<file path="config.mk">
export PLATFORM = sky130hd
export DESIGN_NAME = sram_arbiter
export DESIGN_NICKNAME = d
export VERILOG_FILES = /design/src/rtl/sram_arbiter.sv
export SDC_FILE = /design/constraint.sdc
export NUM_CORES = 1
export LEC_CHECK = 0
export ABC_AREA = 1
export CAP_MARGIN = 20
export CORE_MARGIN = 2
export CORE_UTILIZATION = 35
export CTS_BUF_LIST = sky130_fd_sc_hd__clkbuf_2 sky130_fd_sc_hd__clkbuf_4 sky130_fd_sc_hd__clkbuf_8
export DETAILED_ROUTE_END_ITERATION = 7
export PLACE_DENSITY = 0.71
export SETUP_SLACK_MARGIN = 0.4
export SYNTH_ARGS = -nofsm -noshare
export SYNTH_HDL_FRONTEND = slang
export SYNTH_SLANG_ARGS = --single-unit
export TNS_END_PERCENT = 5
</file>
<file path="constraint.sdc">
create_clock -name clk -period 1.8 [get_ports clk]
set_input_delay 0.18 -clock clk [delete_from_list [all_inputs] [get_ports clk]]
set_output_delay 0.18 -clock clk [all_outputs]
set_load 0.01 [all_outputs]
</file>
<file path="src/rtl/sram_arbiter.sv">
// sram_arbiter: two-port round-robin arbiter in front of a single sram_controller.
// It latches the granted request, pulses mem_en for one cycle, and holds rw/address/data
// until the matching finish strobe arrives. It then returns a one-cycle ack (or err on
// watchdog expiry) to the owning port. A post-reset FLUSH drains the unreset controller.
module sram_arbiter #(
    parameter int ADDR_W  = 19,
    parameter int DATA_W  = 16,
    parameter int TIMEOUT = 15,
    parameter int FLUSH   = 8
) (
    input  logic              clk,
    input  logic              rst,
    input  logic              req0,
    input  logic              rw0,
    input  logic [ADDR_W-1:0] addr0,
    input  logic [DATA_W-1:0] wdata0,
    input  logic              req1,
    input  logic              rw1,
    input  logic [ADDR_W-1:0] addr1,
    input  logic [DATA_W-1:0] wdata1,
    output logic              ack0,
    output logic              ack1,
    output logic              err0,
    output logic              err1,
    output logic [DATA_W-1:0] rdata0,
    output logic [DATA_W-1:0] rdata1,
    output logic              busy,
    output logic              mem_en,
    output logic              mem_rw,
    output logic [ADDR_W-1:0] mem_addr,
    output logic [DATA_W-1:0] mem_wdata,
    input  logic [DATA_W-1:0] mem_rdata,
    input  logic              mem_read_finish,
    input  logic              mem_write_finish
);

    // One counter serves both the FLUSH drain and the WAIT watchdog.
    localparam int CNT_MAX = (TIMEOUT > FLUSH) ? TIMEOUT : FLUSH;
    localparam int CNT_W   = $clog2(CNT_MAX + 1);
    localparam logic [CNT_W-1:0] FLUSH_LAST   = CNT_W'(FLUSH - 1);
    localparam logic [CNT_W-1:0] TIMEOUT_LAST = CNT_W'(TIMEOUT);

    typedef enum logic [2:0] {
        ST_FLUSH = 3'd0,
        ST_IDLE  = 3'd1,
        ST_ISSUE = 3'd2,
        ST_WAIT  = 3'd3,
        ST_DONE  = 3'd4
    } state_t;

    state_t             state_q, state_d;
    logic [CNT_W-1:0]   cnt_q, cnt_d;
    logic               grant_q, grant_d;
    logic               last_grant_q, last_grant_d;
    logic               mem_en_q, mem_en_d;
    logic               mem_rw_q, mem_rw_d;
    logic [ADDR_W-1:0]  mem_addr_q, mem_addr_d;
    logic [DATA_W-1:0]  mem_wdata_q, mem_wdata_d;
    logic               ack0_q, ack0_d;
    logic               ack1_q, ack1_d;
    logic               err0_q, err0_d;
    logic               err1_q, err1_d;
    logic [DATA_W-1:0]  rdata0_q, rdata0_d;
    logic [DATA_W-1:0]  rdata1_q, rdata1_d;
    logic               busy_q, busy_d;
    logic               win;
    logic               finish;

    // Next-state and registered-output logic; every output is computed here and flopped.
    always_comb begin
        state_d      = state_q;
        cnt_d        = cnt_q;
        grant_d      = grant_q;
        last_grant_d = last_grant_q;
        mem_en_d     = 1'b0;
        mem_rw_d     = mem_rw_q;
        mem_addr_d   = mem_addr_q;
        mem_wdata_d  = mem_wdata_q;
        ack0_d       = 1'b0;
        ack1_d       = 1'b0;
        err0_d       = 1'b0;
        err1_d       = 1'b0;
        rdata0_d     = rdata0_q;
        rdata1_d     = rdata1_q;
        win          = 1'b0;
        finish       = 1'b0;

        case (state_q)
            ST_FLUSH: begin
                // Requests are ignored while the controller's residual sequence drains.
                if (cnt_q == FLUSH_LAST) begin
                    state_d = ST_IDLE;
                    cnt_d   = '0;
                end else begin
                    cnt_d = cnt_q + CNT_W'(1);
                end
            end
            ST_IDLE: begin
                if (req0 || req1) begin
                    // On a tie the port that did not win last time is served.
                    win          = (req0 && req1) ? ~last_grant_q : req1;
                    grant_d      = win;
                    last_grant_d = win;
                    mem_rw_d     = win ? rw1    : rw0;
                    mem_addr_d   = win ? addr1  : addr0;
                    mem_wdata_d  = win ? wdata1 : wdata0;
                    mem_en_d     = 1'b1;
                    state_d      = ST_ISSUE;
                end
            end
            ST_ISSUE: begin
                state_d = ST_WAIT;
                cnt_d   = '0;
            end
            ST_WAIT: begin
                // Only the strobe matching the latched direction completes the access.
                finish = mem_rw_q ? mem_write_finish : mem_read_finish;
                if (finish) begin
                    state_d = ST_DONE;
                    if (grant_q) begin
                        ack1_d = 1'b1;
                        if (!mem_rw_q) begin
                            rdata1_d = mem_rdata;
                        end
                    end else begin
                        ack0_d = 1'b1;
                        if (!mem_rw_q) begin
                            rdata0_d = mem_rdata;
                        end
                    end
                end else if (cnt_q == TIMEOUT_LAST) begin
                    state_d = ST_DONE;
                    if (grant_q) begin
                        err1_d = 1'b1;
                    end else begin
                        err0_d = 1'b1;
                    end
                end else begin
                    cnt_d = cnt_q + CNT_W'(1);
                end
            end
            ST_DONE: begin
                state_d = ST_IDLE;
            end
            default: begin
                state_d = ST_FLUSH;
                cnt_d   = '0;
            end
        endcase

        busy_d = (state_d != ST_IDLE);
    end

    // State and output registers; reset aborts any access and restarts the flush.
    always_ff @(posedge clk) begin
        if (rst) begin
            state_q      <= ST_FLUSH;
            cnt_q        <= '0;
            grant_q      <= 1'b0;
            last_grant_q <= 1'b1;
            mem_en_q     <= 1'b0;
            mem_rw_q     <= 1'b0;
            mem_addr_q   <= '0;
            mem_wdata_q  <= '0;
            ack0_q       <= 1'b0;
            ack1_q       <= 1'b0;
            err0_q       <= 1'b0;
            err1_q       <= 1'b0;
            rdata0_q     <= '0;
            rdata1_q     <= '0;
            busy_q       <= 1'b1;
        end else begin
            state_q      <= state_d;
            cnt_q        <= cnt_d;
            grant_q      <= grant_d;
            last_grant_q <= last_grant_d;
            mem_en_q     <= mem_en_d;
            mem_rw_q     <= mem_rw_d;
            mem_addr_q   <= mem_addr_d;
            mem_wdata_q  <= mem_wdata_d;
            ack0_q       <= ack0_d;
            ack1_q       <= ack1_d;
            err0_q       <= err0_d;
            err1_q       <= err1_d;
            rdata0_q     <= rdata0_d;
            rdata1_q     <= rdata1_d;
            busy_q       <= busy_d;
        end
    end

    assign ack0      = ack0_q;
    assign ack1      = ack1_q;
    assign err0      = err0_q;
    assign err1      = err1_q;
    assign rdata0    = rdata0_q;
    assign rdata1    = rdata1_q;
    assign busy      = busy_q;
    assign mem_en    = mem_en_q;
    assign mem_rw    = mem_rw_q;
    assign mem_addr  = mem_addr_q;
    assign mem_wdata = mem_wdata_q;

endmodule

</file>
Yosys cells after proc, flatten, opt, wreduce, memory -nomap -nowiden:

Index checks and enable logic that the tools add are counted.

* logic and storage cells: 61
* bits in registers: 83
* input port bits: 94

* multiplexer cells: 17
* $add $sub $neg: 1
* eq/ne operators: 9
* bitwise gates (word level): 8
* reduce and logical (&&, ||, !) cells: 11

Operators with widths (count)
* $mux W19: 1
* $mux W16: 1
* $pmux W3 S5: 1
* $mux W3: 4
* $mux W4: 3
* $pmux W4 S3: 1
* $not A1 Y1: 8
* $reduce_and A4 Y1: 2
* $eq A3 B2 Y1 const B: 2
* $mux W1: 6
* $add A4 B1 Y4 const B: 1
* $eq A4 B3 Y1 const B: 1
* $eq A4 B4 Y1 const B: 1
* $ne A2 B2 Y1 const B: 2
* $reduce_or A2 Y1: 2
* $reduce_or A4 Y1: 1
* $eq A3 B1 Y1 const B: 1
* $eq A3 B3 Y1 const B: 1
* $logic_not A3 Y1: 1
* $ne A3 B1 Y1 const B: 1
* $reduce_and A3 Y1: 1
* $reduce_or A3 Y1: 1
* $reduce_and A2 Y1: 1
* $logic_and A1 B1 Y1: 1
* $logic_or A1 B1 Y1: 1

Logic depth before layout (Yosys ltp):

* depth after elaboration: 5
* gate-level depth with buffers: 9
* depth with buffers taken out: 8

Worst setup path after synthesis:

Ideal clock, no wire load.

* kind: register to register
* start point: reg mem_rw_q (netlist: mem_rw)
* end point: reg rdata1_q[10] (netlist: rdata1[10])
* slack: 0.541 ns
* stages on the path, launching flop included: 9
* setup time: 0.134 ns
* buffers on the path: 1
* data arrival time: 1.125 ns
* path through: dfxtp_1 -> nand2_1 -> nand2_2 -> nand2_4 -> inv_4 -> nand2_4 -> buf_6 -> nand2_1 -> a21oi_1

* longest elaborated chain between the ends: 2
* elaborated cells between the ends (all ways): 3

Ends and longest elaborated chain
* from (decl): line 56 `logic mem_rw_q, mem_rw_d;`
* from (signal assigned): line 178 `mem_rw_q <= mem_rw_d;`
* $mux W1 / $not A1 Y1 (equally long branches)
* $reduce_and A4 Y1 (no line) *
* to (signal assigned): line 186 `rdata1_q <= rdata1_d;`
* to (decl): line 64 `logic [DATA_W-1:0] rdata1_q, rdata1_d;`

Every way passes the cells marked *; elsewhere a longest branch is shown, timed or not.
A chain may end at the register's enable or synchronous reset.

Worst setup path in the final report:

* start point: reg mem_wdata_q[4] (netlist: mem_wdata[4])
* end point: out mem_wdata[4]

RTL lines
* from (decl): line 58 `logic [DATA_W-1:0] mem_wdata_q, mem_wdata_d;`
* from (signal assigned): line 180 `mem_wdata_q <= mem_wdata_d;`
* to (decl): line 31 `output logic [DATA_W-1:0] mem_wdata,`

No word-level cell between the ends.

==> flow_summary.ini <==
[detailed_routing]
wl_per_cell_microns = 13.8
detail_route.iter0.violations = 106
vias = 3590
dr.pass1.iters = 4
viasPerCell = 4.86
ant_nets = 0
wirelength_mm = 10.2
drc = 0

[finish]
fill_cells = 925
drive_gt1_share_pct = 9.59
nNetsFinal = 695
n_antenna_cell = 0
mostFrequentLayoutCell = clkdlybuf4s50_1
layout_common_cells = 163 x clkdlybuf4s50_1, 103 x a21oi_1, 80 x dfxtp_1
area_growth_pct = 57.9

[sta]
max_slew_margin_pct = 71.0
min_period_ps = 1440
worstMarginPinSlew_ps = 434
setup_viol = 0
hold_ws_ps = 385
rsz0062_at_grt = true
hold_viol_final = 0
tns_ps = 0
worst_clock_skew_ps = 11.2
slew_violations = 0
period_share_pct = 79.9
achievable-frequency_ghz = 0.696

[pwr]
power_per_cell_area_nw_per_um2 = 641
ir_worst_vdd_uv = 288
leakagePower_nw = 2.14

[worst_setup_path]
crit_arrival_ps = 1260
timing.rr.end = cnt_q[1]
critPathCaptureType = output pin
critPathTopFamily = buffers and inverters
critPathLaunch = mem_wdata[4]
endpoint = mem_wdata[4]
rrSetupSlack_ps = 420
slowest_stage = clkdlybuf4s50_1
start_kind = flop
max_stage_delay_ps = 560
rr_startpoint = cnt_q[0]
cp.depth = 1
path_class = reg2out
reg2regPathDepth = 7
path_cells = clkdlybuf4s50_1
crit_required_ps = 1620
path_buf_inv = 1
crit_fanout = 2

[floorplan]
chipWidth_microns = 103
dieArea_sq_um = 10600
io_pins = 168
coreArea_sq_um = 9640
die_h_microns = 103
std_cell_rows = 36
start_util_pct = 35.6

[global_route]
grt_overflow = 0
grt_pass1_vias = 3398
grt_start_max_net_pins = 41
grt_pass1_wl_mm = 15.5
antenna_found_initial = 0
grt_usage_pct = 18.6

[worst_hold_path]
hp-class = in2reg

[clock_network]
htree_levels = 3
clockBufferDepth = 2
cts_root_buf = clkbuf_8
cts_buffers = 9
clock-sinks = 83
clkLatencyLatePin_ps = 350
cts_tree = done
clk_pin_slew_ps = 90

[run]
drv_cap = 0

[placed_design]
port_buffers = 167
hpwl_mm = 7.12
place_congestion = 0.801

[logic_synthesis]
yosysSeqAreaShare_pct = 48.4
syn_avg_cell_area_sq_um = 7.84
synth_fp_nets = 533
ys_types = 27
synth_area_sq_um = 3430
synth_warnings = 0
netlist_instances = 438
yosys_register_bits = 83

[status]
status = complete, no violations
-- cell type report --
type                    instances  area [sq um]  share of cell area [%]
clock buffers                   9           124                    2.28
clock inverters                 7          51.3                   0.946
inverters                      35           143                    2.63
multi-input cells             292          1460                    26.9
flip-flops and latches         83          1670                    30.7
well taps                     133           166                    3.07
repair buffers                179          1810                    33.5
-- state kept, by name, summed over array words and instances, names as in the netlist --
name,cells
mem_addr,19
mem_wdata,16
rdata0,16
rdata1,16
cnt_q,4
state_q,3
ack0,1
ack1,1
busy,1
err0,1
err1,1
grant_q,1
last_grant_q,1
mem_en,1
mem_rw,1
-- logic make-up (layout without fill, tap and decap cells) --
group	Yosys count	count (layout)	share of synthesized area (%)
AND/OR/NAND/NOR	129	129	17.5
buffers and inverters	63	230	9.73
AO/OA/AOI/OAI	162	162	24.1
flip-flops	83	83	48.4
adder cells (fa/ha/maj)	1	1	0.364
-- cell usage after synthesis --
master	count	share of area (%)
a21oi_1	103	15
dfxtp_1	83	48
nand2_1	72	7.9
o21ai_0	52	7.6
inv_1	28	3.1
nand3_1	24	3.5
nor2_1	12	1.3
clkbuf_1	11	1.2
buf_6	8	2.6
buf_2	7	1.0
inv_2	4	0.44
nand2_2	4	0.73
nand4_1	4	0.73
a21oi_2	3	0.77
nand2_4	3	0.98
nand3_2	3	0.87
nor3_1	3	0.44
o21ai_1	3	0.44
nor2_2	2	0.36
nor2_4	2	0.66
buf_12	1	0.58
clkbuf_2	1	0.15
clkinv_2	1	0.15
ha_1	1	0.36
inv_4	1	0.18
inv_8	1	0.33
o21ai_2	1	0.26
-- report_power, final --
part	internal, mW	leakage, nW	total, mW	switching, mW
combinational	0.244	1.38	0.406	0.162
clock	0.508	0.0860	1.21	0.699
sequential	1.85	0.671	1.86	0.0117
total	2.60	2.14	3.48	0.873
-- timing repair --
item,in CTS,in global routing
gates resized for setup,5,10
pin swaps,0,2
setup endpoints to repair,102,145
setup buffers,0,4
hold buffers,0,0
cloned,0,1
-- worst register-to-register path, delay by kind of cell (launching register included) --
| kind | cells | cell delay [ps] |
|---|---|---|
| AOI/OAI and AO/OA | 1 | 160 |
| adders and majority gates | 1 | 240 |
| DFF | 1 | 340 |
| and+or+nand+nor | 5 | 540 |
-- metal layers --
metal	share of wire, %	wire length, microns	track usage, %
met1	41	4220	21.0
met2	49	4980	32.8
met3	7.5	768	5.22
met4	2.2	229	8.10
met5	0	0	0
-- stage by stage --
step	power (mW)	setup slack, ps	instance area, sq um	instances	util (%)
5_1_grt	3.62	312	5420	738	56.2
6_report	3.48	363	5420	738	56.2
2_1_floorplan	2.04	541	3430	438	-
3_5_place_dp	2.31	134	5160	717	53.5
3_3_place_gp	2.30	204	5160	717	53.5
4_1_cts	3.51	345	5330	733	55.3
-- how the worst min path moves through the flow --
stage	from	endpoint	slack [ps]	cells past startpoint
floorplan	rst	ack0	260	1
finish	wdata0[5]	mem_wdata[5]	390	3
detailed placement	rdata0[2]	rdata0[2]	430	2
global placement	rdata0[0]	rdata0[0]	430	2
CTS	addr0[4]	mem_addr[4]	370	3
global route	wdata0[5]	mem_wdata[5]	390	3
No activity file was read; power rests on OpenSTA's default activity.
